$ cat config.mk
export PLATFORM = sky130hd
export DESIGN_NAME = item_spawner
export DESIGN_NICKNAME = d
export VERILOG_FILES = /design/src/rtl/item_spawner.sv
export SDC_FILE = /design/constraint.sdc
export NUM_CORES = 1
export LEC_CHECK = 0
export ABC_AREA = 1
export BUFFER_PORTS_ARGS = -buffer_cell sky130_fd_sc_hd__buf_2
export CAP_MARGIN = 20
export CORE_AREA = 8 8 473 475
export CTS_CLUSTER_SIZE = 40
export DETAILED_ROUTE_END_ITERATION = 8
export DIE_AREA = 0 0 481 483
export GPL_ROUTABILITY_DRIVEN = 0
export PLACE_DENSITY = 0.33
export SLEW_MARGIN = 20
export SYNTH_ARGS = -nofsm -noshare
export SYNTH_HDL_FRONTEND = slang
export SYNTH_SLANG_ARGS = --single-unit
$ cat constraint.sdc
create_clock -name i_Clk -period 5.9 [get_ports i_Clk]
set_clock_uncertainty 0.15 [all_clocks]
set_input_delay 0.59 -clock i_Clk [delete_from_list [all_inputs] [get_ports i_Clk]]
set_output_delay 0.59 -clock i_Clk [all_outputs]
set_load 0.02 [all_outputs]
$ cat src/rtl/item_spawner.sv
// Food-item coordinate generator: LFSR draws, wall rejection, then body-occupancy scan.
// Define ITEM_SPAWN_FAST_CHECK_EN for a single-cycle parallel body compare; default is a serial scan.
module item_spawner #(
    parameter int          XSIZE    = 48,
    parameter int          YSIZE    = 64,
    parameter int          MAX_SIZE = 100,
    parameter logic [11:0] SEED     = 12'hACE
) (
    input  logic                  i_Clk,
    input  logic                  i_Rst,
    input  logic                  i_Req,
    input  logic [MAX_SIZE*6-1:0] i_Body_x,
    input  logic [MAX_SIZE*6-1:0] i_Body_y,
    input  logic [11:0]           i_Size,
    output logic [5:0]            o_Item_x,
    output logic [5:0]            o_Item_y,
    output logic                  o_Done,
    output logic                  o_Busy
);
    // LATCH is a one-cycle commit step between the accept decision and DONE.
    localparam logic [2:0] IDLE  = 3'd0;
    localparam logic [2:0] DRAW  = 3'd1;
    localparam logic [2:0] CHECK = 3'd2;
    localparam logic [2:0] LATCH = 3'd3;
    localparam logic [2:0] DONE  = 3'd4;

    localparam logic [5:0]  X_LAST   = 6'(XSIZE - 1);
    localparam logic [5:0]  Y_LAST   = 6'(YSIZE - 1);
    localparam logic [5:0]  X_RST    = 6'(XSIZE >> 2);
    localparam logic [5:0]  Y_RST    = 6'(YSIZE >> 2);
    localparam logic [11:0] MAX_S12  = 12'(MAX_SIZE);
    localparam logic [6:0]  MAX_S7   = 7'(MAX_SIZE);

    logic [2:0]  state;
    logic [11:0] lfsr;
    logic [11:0] lfsr_next;
    logic [5:0]  draw_x, draw_y;
    logic [5:0]  cand_x, cand_y;
    logic [6:0]  eff_size, size_q;
    logic        wall;
    logic        hit;
    logic        last;

    assign lfsr_next = {lfsr[10:0], lfsr[11] ^ lfsr[10] ^ lfsr[9] ^ lfsr[3]};
    assign draw_x    = lfsr[5:0];
    assign draw_y    = lfsr[11:6];
    assign wall      = (draw_x == 6'd0) || (draw_x >= X_LAST) ||
                       (draw_y == 6'd0) || (draw_y >= Y_LAST);
    assign eff_size  = (i_Size > MAX_S12) ? MAX_S7 : i_Size[6:0];

    assign o_Done = (state == DONE);
    assign o_Busy = (state == DRAW) || (state == CHECK);

`ifdef ITEM_SPAWN_FAST_CHECK_EN
    logic [MAX_SIZE-1:0] slot_hit;

    for (genvar k = 0; k < MAX_SIZE; k++) begin : g_slot
        assign slot_hit[k] = (7'(k) < size_q) &&
                             (i_Body_x[k*6 +: 6] == cand_x) &&
                             (i_Body_y[k*6 +: 6] == cand_y);
    end

    assign hit  = |slot_hit;
    assign last = 1'b1;
`else
    logic [6:0] idx;

    assign hit  = (i_Body_x[6*idx +: 6] == cand_x) && (i_Body_y[6*idx +: 6] == cand_y);
    assign last = (idx == size_q - 7'd1);

    always_ff @(posedge i_Clk or negedge i_Rst) begin
        if (!i_Rst) begin
            idx <= '0;
        end else if (state == DRAW) begin
            idx <= '0;
        end else if (state == CHECK && !hit && !last) begin
            idx <= idx + 7'd1;
        end
    end
`endif

    always_ff @(posedge i_Clk or negedge i_Rst) begin
        if (!i_Rst) begin
            state    <= IDLE;
            lfsr     <= SEED;
            cand_x   <= '0;
            cand_y   <= '0;
            size_q   <= '0;
            o_Item_x <= X_RST;
            o_Item_y <= Y_RST;
        end else begin
            lfsr <= lfsr_next;
            case (state)
                IDLE: if (i_Req) state <= DRAW;
                DRAW: begin
                    cand_x <= draw_x;
                    cand_y <= draw_y;
                    size_q <= eff_size;
                    if (!wall) state <= (eff_size == 7'd0) ? LATCH : CHECK;
                end
                CHECK: begin
                    if (hit)       state <= DRAW;
                    else if (last) state <= LATCH;
                end
                LATCH: begin
                    o_Item_x <= cand_x;
                    o_Item_y <= cand_y;
                    state    <= DONE;
                end
                DONE:    if (!i_Req) state <= IDLE;
                default: state <= IDLE;
            endcase
        end
    end
endmodule

Word-level counts from Yosys, hierarchy flattened
Index checks and enable logic that the tools add are counted.
- register bits after elaboration: 53
- input bits: 1215
- output and inout port bits: 14
- add/subtract/negate cells: 2
- multiply operators: 1
- $lt $le $gt $ge: 3
- eq/ne operators: 11
- shifts and indexed selects: 2
- mux-type cells: 10
- bitwise operators: 3
- reductions and logical operators: 15
- operators by type and width (cell ; number):
    600-bit by 11-bit variable part select with 6-bit output ; 2
    7-bit two-way mux ; 3
    3-bit two-way mux ; 5
    3-bit case mux with 5 select lines ; 1
    6-bit equality test ; 2
    6-bit >= comparator, second input constant ; 2
    12-bit by 7-bit > comparator with 1-bit output, second input constant ; 1
    6-bit zero test ; 2
    2-bit by 7-bit multiplier with 9-bit output, first input constant ; 1
    7-bit by 1-bit adder with 7-bit output, second input constant ; 1
    7-bit equality test ; 1
    7-bit zero test ; 1
    7-bit by 1-bit subtractor with 7-bit output, second input constant ; 1
    3-bit by 2-bit equality test with 1-bit output, second input constant ; 2
    2-bit != test, second input constant ; 3
    1-bit logical OR ; 4
    4-bit AND reduction ; 1
    3-bit by 1-bit equality test with 1-bit output, second input constant ; 1
    3-bit equality test, second input constant ; 1
    1-bit logical AND ; 3
    3-bit zero test ; 1
    3-bit != test, second input constant ; 1
    1-bit XOR ; 3
    1-bit zero test ; 2
    other kinds (2) ; 2

Depth between registers and ports, before layout
- depth after elaboration: 9
- depth in mapped cells: 25
- gate-level depth less buffers: 22

Worst setup path after synthesis
Ideal clock, no wire load.
- kind: register -> register
- start: register idx[0]
- end: register idx[4]
- data arrival time: 2175 ps
- data required time: 5633 ps
- slack: 3458 ps
- stages on the path, launching flop included: 21
- period minus slack after synthesis: 2442 ps
- cells stage by stage: dfrtp_1 buf_4 inv_4 buf_4 buf_4 buf_4 nor2_1 o22ai_1 nand2_1 nand3_1 nand3_1 nand2_1 nand3_1 nand2_1 nand2_1 nor2_1 nand3_1 nand3_1 nand2_1 nand2_1 nand2_1
- word-level cells in the longest chain between the ends: 8
- elaborated cells on any way between the ends: 15
- classes of those cells: 1 x add/sub; 1 x mul; 3 x eq/ne; 2 x shift; 2 x mux; 6 x reduce/logical
- RTL lines (item ; line ; RTL):
    start, declared ; 66 ; logic [6:0] idx;
    start signal, assigned ; 77 ; idx <= idx + 7'd1;
    2-bit by 7-bit multiplier with 9-bit output ; 68 ; assign hit = (i_Body_x[6*idx +: 6] == cand_x) && (i_Body_y[6*idx +: 6] == cand_y);
    600-bit by 11-bit variable part select with 6-bit output ; 68 ;
    6-bit equality test ; 68 ;
    1-bit logical AND ; 68 ;
    1-bit zero test ; 76 ; end else if (state == CHECK && !hit && !last) begin
    1-bit logical AND (2 in a row) ; 76 ;
    2-bit nonzero test (no line) ; - ;
Several ways; a longest one is shown, not always the timed one. The select of a mux whose other input is x is not followed.
A chain may end at the register's enable or synchronous reset.

Worst setup path in the final report
- start: register idx[1]
- end: register idx[4]
Same word-level chain as after synthesis.

==> results.md <==
- Status: complete, no violations
- Die width: a little under 500 um
- Max Cap Viol: 0
- Worst Setup End Kind: flip-flop
- Synthesized area: roughly 15000 um2
- CP Launch Type: flip-flop
- P per Cell Area: around 340 nW/um2
- Vias in the first global route: ~27000
- CP Launch Point: idx[1]
- Routed WL: approximately 180000 um
- R2r startpoint: idx[1]
- # IOs: 1229
- Relative slew slack: 30.7%
- Final HPWL DP: around 160000 um
- IO Port Bufs: about 1200
- Initial Utilization: 7.01%
- Remaining Overflow, GRT: 0
- First-pass DRT Iterations: 6
- H-Tree Depth: 2
- 1st-iter DRT viols: between 2000 and 2500
- Worst-Margin Slew: a little over 1000 ps
- Crit path required time: about 5900 ps
- Maximum fanout along the worst path: 78
- Leading cell type in the layout, fill and taps excluded: buf_2
- Mapped Cells: 3250
- Max-slew violation count: 0
- Crit-path max cell delay: 620 ps
- GRT Util Overall: ~15%
- Fin. Hold Viols: 0
- Post CTS Setup Buffer Count: 0
- Worst path bufs/invs: 3
- Pin count of the biggest net entering global routing: roughly 180
- Register area share after synthesis: under 10%
- Data arrival time of the worst path: 5150 ps
- Critical-path cell list: inv_8, buf_4, nand3_1, nand3_1, nand2_1, nor2_1, nand2_1, nand3_1, nand2_1, nand3_1, nand2_1, inv_1, nand2_1, nor2_1, nand3_1, nand3_1, nand2_1, nand2_1, nand2_1
- TritonCTS clock tree: built
- Most used cell, CP: nand2_1
- Initial antenna violation count: roughly 110
- Cts bufs inserted: 5
- Final Core Density: between 10% and 20%
- Clock Sinks: 53
- Row cnt: approximately 170
- Fin Setup TNS: 0 ps
- First-pass GRT wire length: around 230000 um
- Count of different cell masters after synthesis: 32
- Final nets: roughly 5500
- Die extent in y: approximately 480 um
- Critical path class: flip-flop to flip-flop
- Yosys warns: 0
- Hold WC Path Type: flip-flop to flip-flop
- Clock latency on the worst-skew pair: slightly above 300 ps
- DRC viols: 0
- Synth Net Count: between 4000 and 5000
- Fin crit share: 86.7%
- Hold buffer count at CTS: 0
- Syn_area_per_cell: approximately 4.7 um2
- Vias per Instance: 3.64
- Clock buffer depth: 2
- Worst IR drop on VDD: about 0.34 mV
- Fmax achieved: 0.196 GHz
- Endpoints failing setup: 0
- Post-DRT Antenna Nets: 0
- Hold_ws: ~230 ps
- Post-CTS sizing: 0
- Tmin final: approximately 5100 ps
- Vias: 26200
- Leakage: ~13 nW
- Die ar.: between 200000 and 250000 um2
- CP top delay family: simple AND/OR/NAND/NOR gates
- Ratio of cells with drive above 1 in the final layout: around 31%
- Synthesized flop and latch total: 53
- Critical-path top delay cell: nor2_1
- Synthesis-to-finish area growth: 62.0%
- Clk root buf: clkbuf_16
- Worst hold start: lfsr[1]
- Most frequent cells in the layout: buf_2, nand2_1, nor2_1
- Core Region: around 220000 um2
- DR WL/cell: between 20 and 30 um
- CTS clk-pin slew, worst paths: 80 ps
- RSZ-0062 raised after global routing: false
## worst paths after layout
path | end | slack [ps] | cells past startpoint
worst max register to register | idx[4] | 790 | 19
worst min-delay path | lfsr[2] | 230 | 0
worst max-delay path | idx[4] | 790 | 19
worst min register to register | lfsr[2] | 230 | 0
max in group asynchronous | idx[0] | 4730 | 2
min in group asynchronous | o_Item_y[2] | 240 | 2
## stage by stage
stage / std cells / setup WS, ps / instance area (um2) / power (mW)
2_1_floorplan: 3250 / 3460 / 15100 / 4.56
3_3_place_gp: 7151 / 487 / 24300 / 8.40
3_5_place_dp: 7151 / 686 / 24300 / 8.35
4_1_cts: 7159 / 673 / 24500 / 8.73
5_1_grt: 7170 / 455 / 24500 / 9.25
6_report: 7189 / 785 / 24500 / 8.40
## cell usage after synthesis
| library cell | instances | share of area, % |
|---|---|---|
| nor2_1 | 694 | 17 |
| o21a_1 | 1 | 0.050 |
| ha_1 | 4 | 0.33 |
| buf_6 | 10 | 0.74 |
| buf_1 | 8 | 0.20 |
| nor3_1 | 7 | 0.23 |
| dfrtp_1 | 43 | 7.1 |
| buf_4 | 49 | 2.4 |
| nand3_1 | 250 | 8.3 |
| inv_1 | 199 | 4.9 |
| nand4_1 | 14 | 0.58 |
| o211a_1 | 1 | 0.066 |
| inv_4 | 1 | 0.041 |
| nand3b_1 | 1 | 0.050 |
| nand2_1 | 1112 | 28 |
| nor2_2 | 3 | 0.12 |
| clkbuf_1 | 42 | 1.0 |
| a211oi_1 | 2 | 0.099 |
| o2111ai_1 | 1 | 0.058 |
| o22ai_1 | 55 | 2.3 |
| nor4_1 | 2 | 0.083 |
| inv_2 | 7 | 0.17 |
| clkinv_1 | 6 | 0.15 |
| a211o_1 | 1 | 0.058 |
| o21ai_0 | 427 | 14 |
| o211ai_1 | 1 | 0.050 |
| a21oi_1 | 96 | 3.2 |
| xor2_1 | 10 | 0.58 |
| o21ai_1 | 49 | 1.6 |
| xnor2_1 | 6 | 0.35 |
| buf_2 | 138 | 4.6 |
| dfstp_2 | 10 | 1.7 |
## cells by family (layout without fill, tap and decap cells)
kind of cell	Yosys count	after routing	synth area share (%)
buf+inv	460	1515	14.3
flops	53	53	8.84
other cells	0	30	0
simple gates	2083	2083	54.1
fa+ha+maj	4	4	0.330
xor+xnor	16	16	0.925
compound gates	634	634	21.6
## metal layers
metal | vias up | global-route usage [%] | wire length (um)
li1 | 12400 | - | -
met1 | 12100 | 17.3 | 72900
met2 | 1394 | 26.5 | 90100
met3 | 242 | 3.31 | 13900
met4 | 50 | 3.48 | 5160
met5 | - | 0 | 309
## state kept, by name, indices dropped and copies added (netlist names)
| name | count |
|---|---|
| cand_y | 6 |
| lfsr | 12 |
| size_q | 7 |
| o_Item_y | 6 |
| cand_x | 6 |
| o_Item_x | 6 |
| idx | 7 |
| state | 3 |
## layout make-up
type	count	area [um2]
fill	26100	192000
clock inverter	2	38.8
tap	2854	3570
antenna	30	75.1
sequential	53	1350
clock buffer	6	129
timing repair buffer	1294	6880
multi-input combinational	2737	11700
inverter	213	828
## report_power, final
| part | leakage, nW | internal, mW | total, mW | switching (mW) |
|---|---|---|---|---|
| clock | 0.0812 | 0.202 | 0.356 | 0.154 |
| combinational | 11.7 | 1.99 | 7.58 | 5.59 |
| sequential | 0.680 | 0.396 | 0.460 | 0.0644 |
| total | 12.5 | 2.59 | 8.40 | 5.81 |
## worst register-to-register path, stage by stage (launching register included)
cell and delay [ps]:
dfrtp_4 610, inv_8 540, buf_4 630, nand3_1 360
nand3_1 170, nand2_1 60, nor2_1 620, nand2_1 210
nand3_1 140, nand2_1 80, nand3_1 100, nand2_1 70
inv_1 50, nand2_1 40, nor2_1 100, nand3_1 180
nand3_1 380, nand2_1 270, nand2_1 180, nand2_1 80
Note: power is estimated with default switching activity, not from simulation.
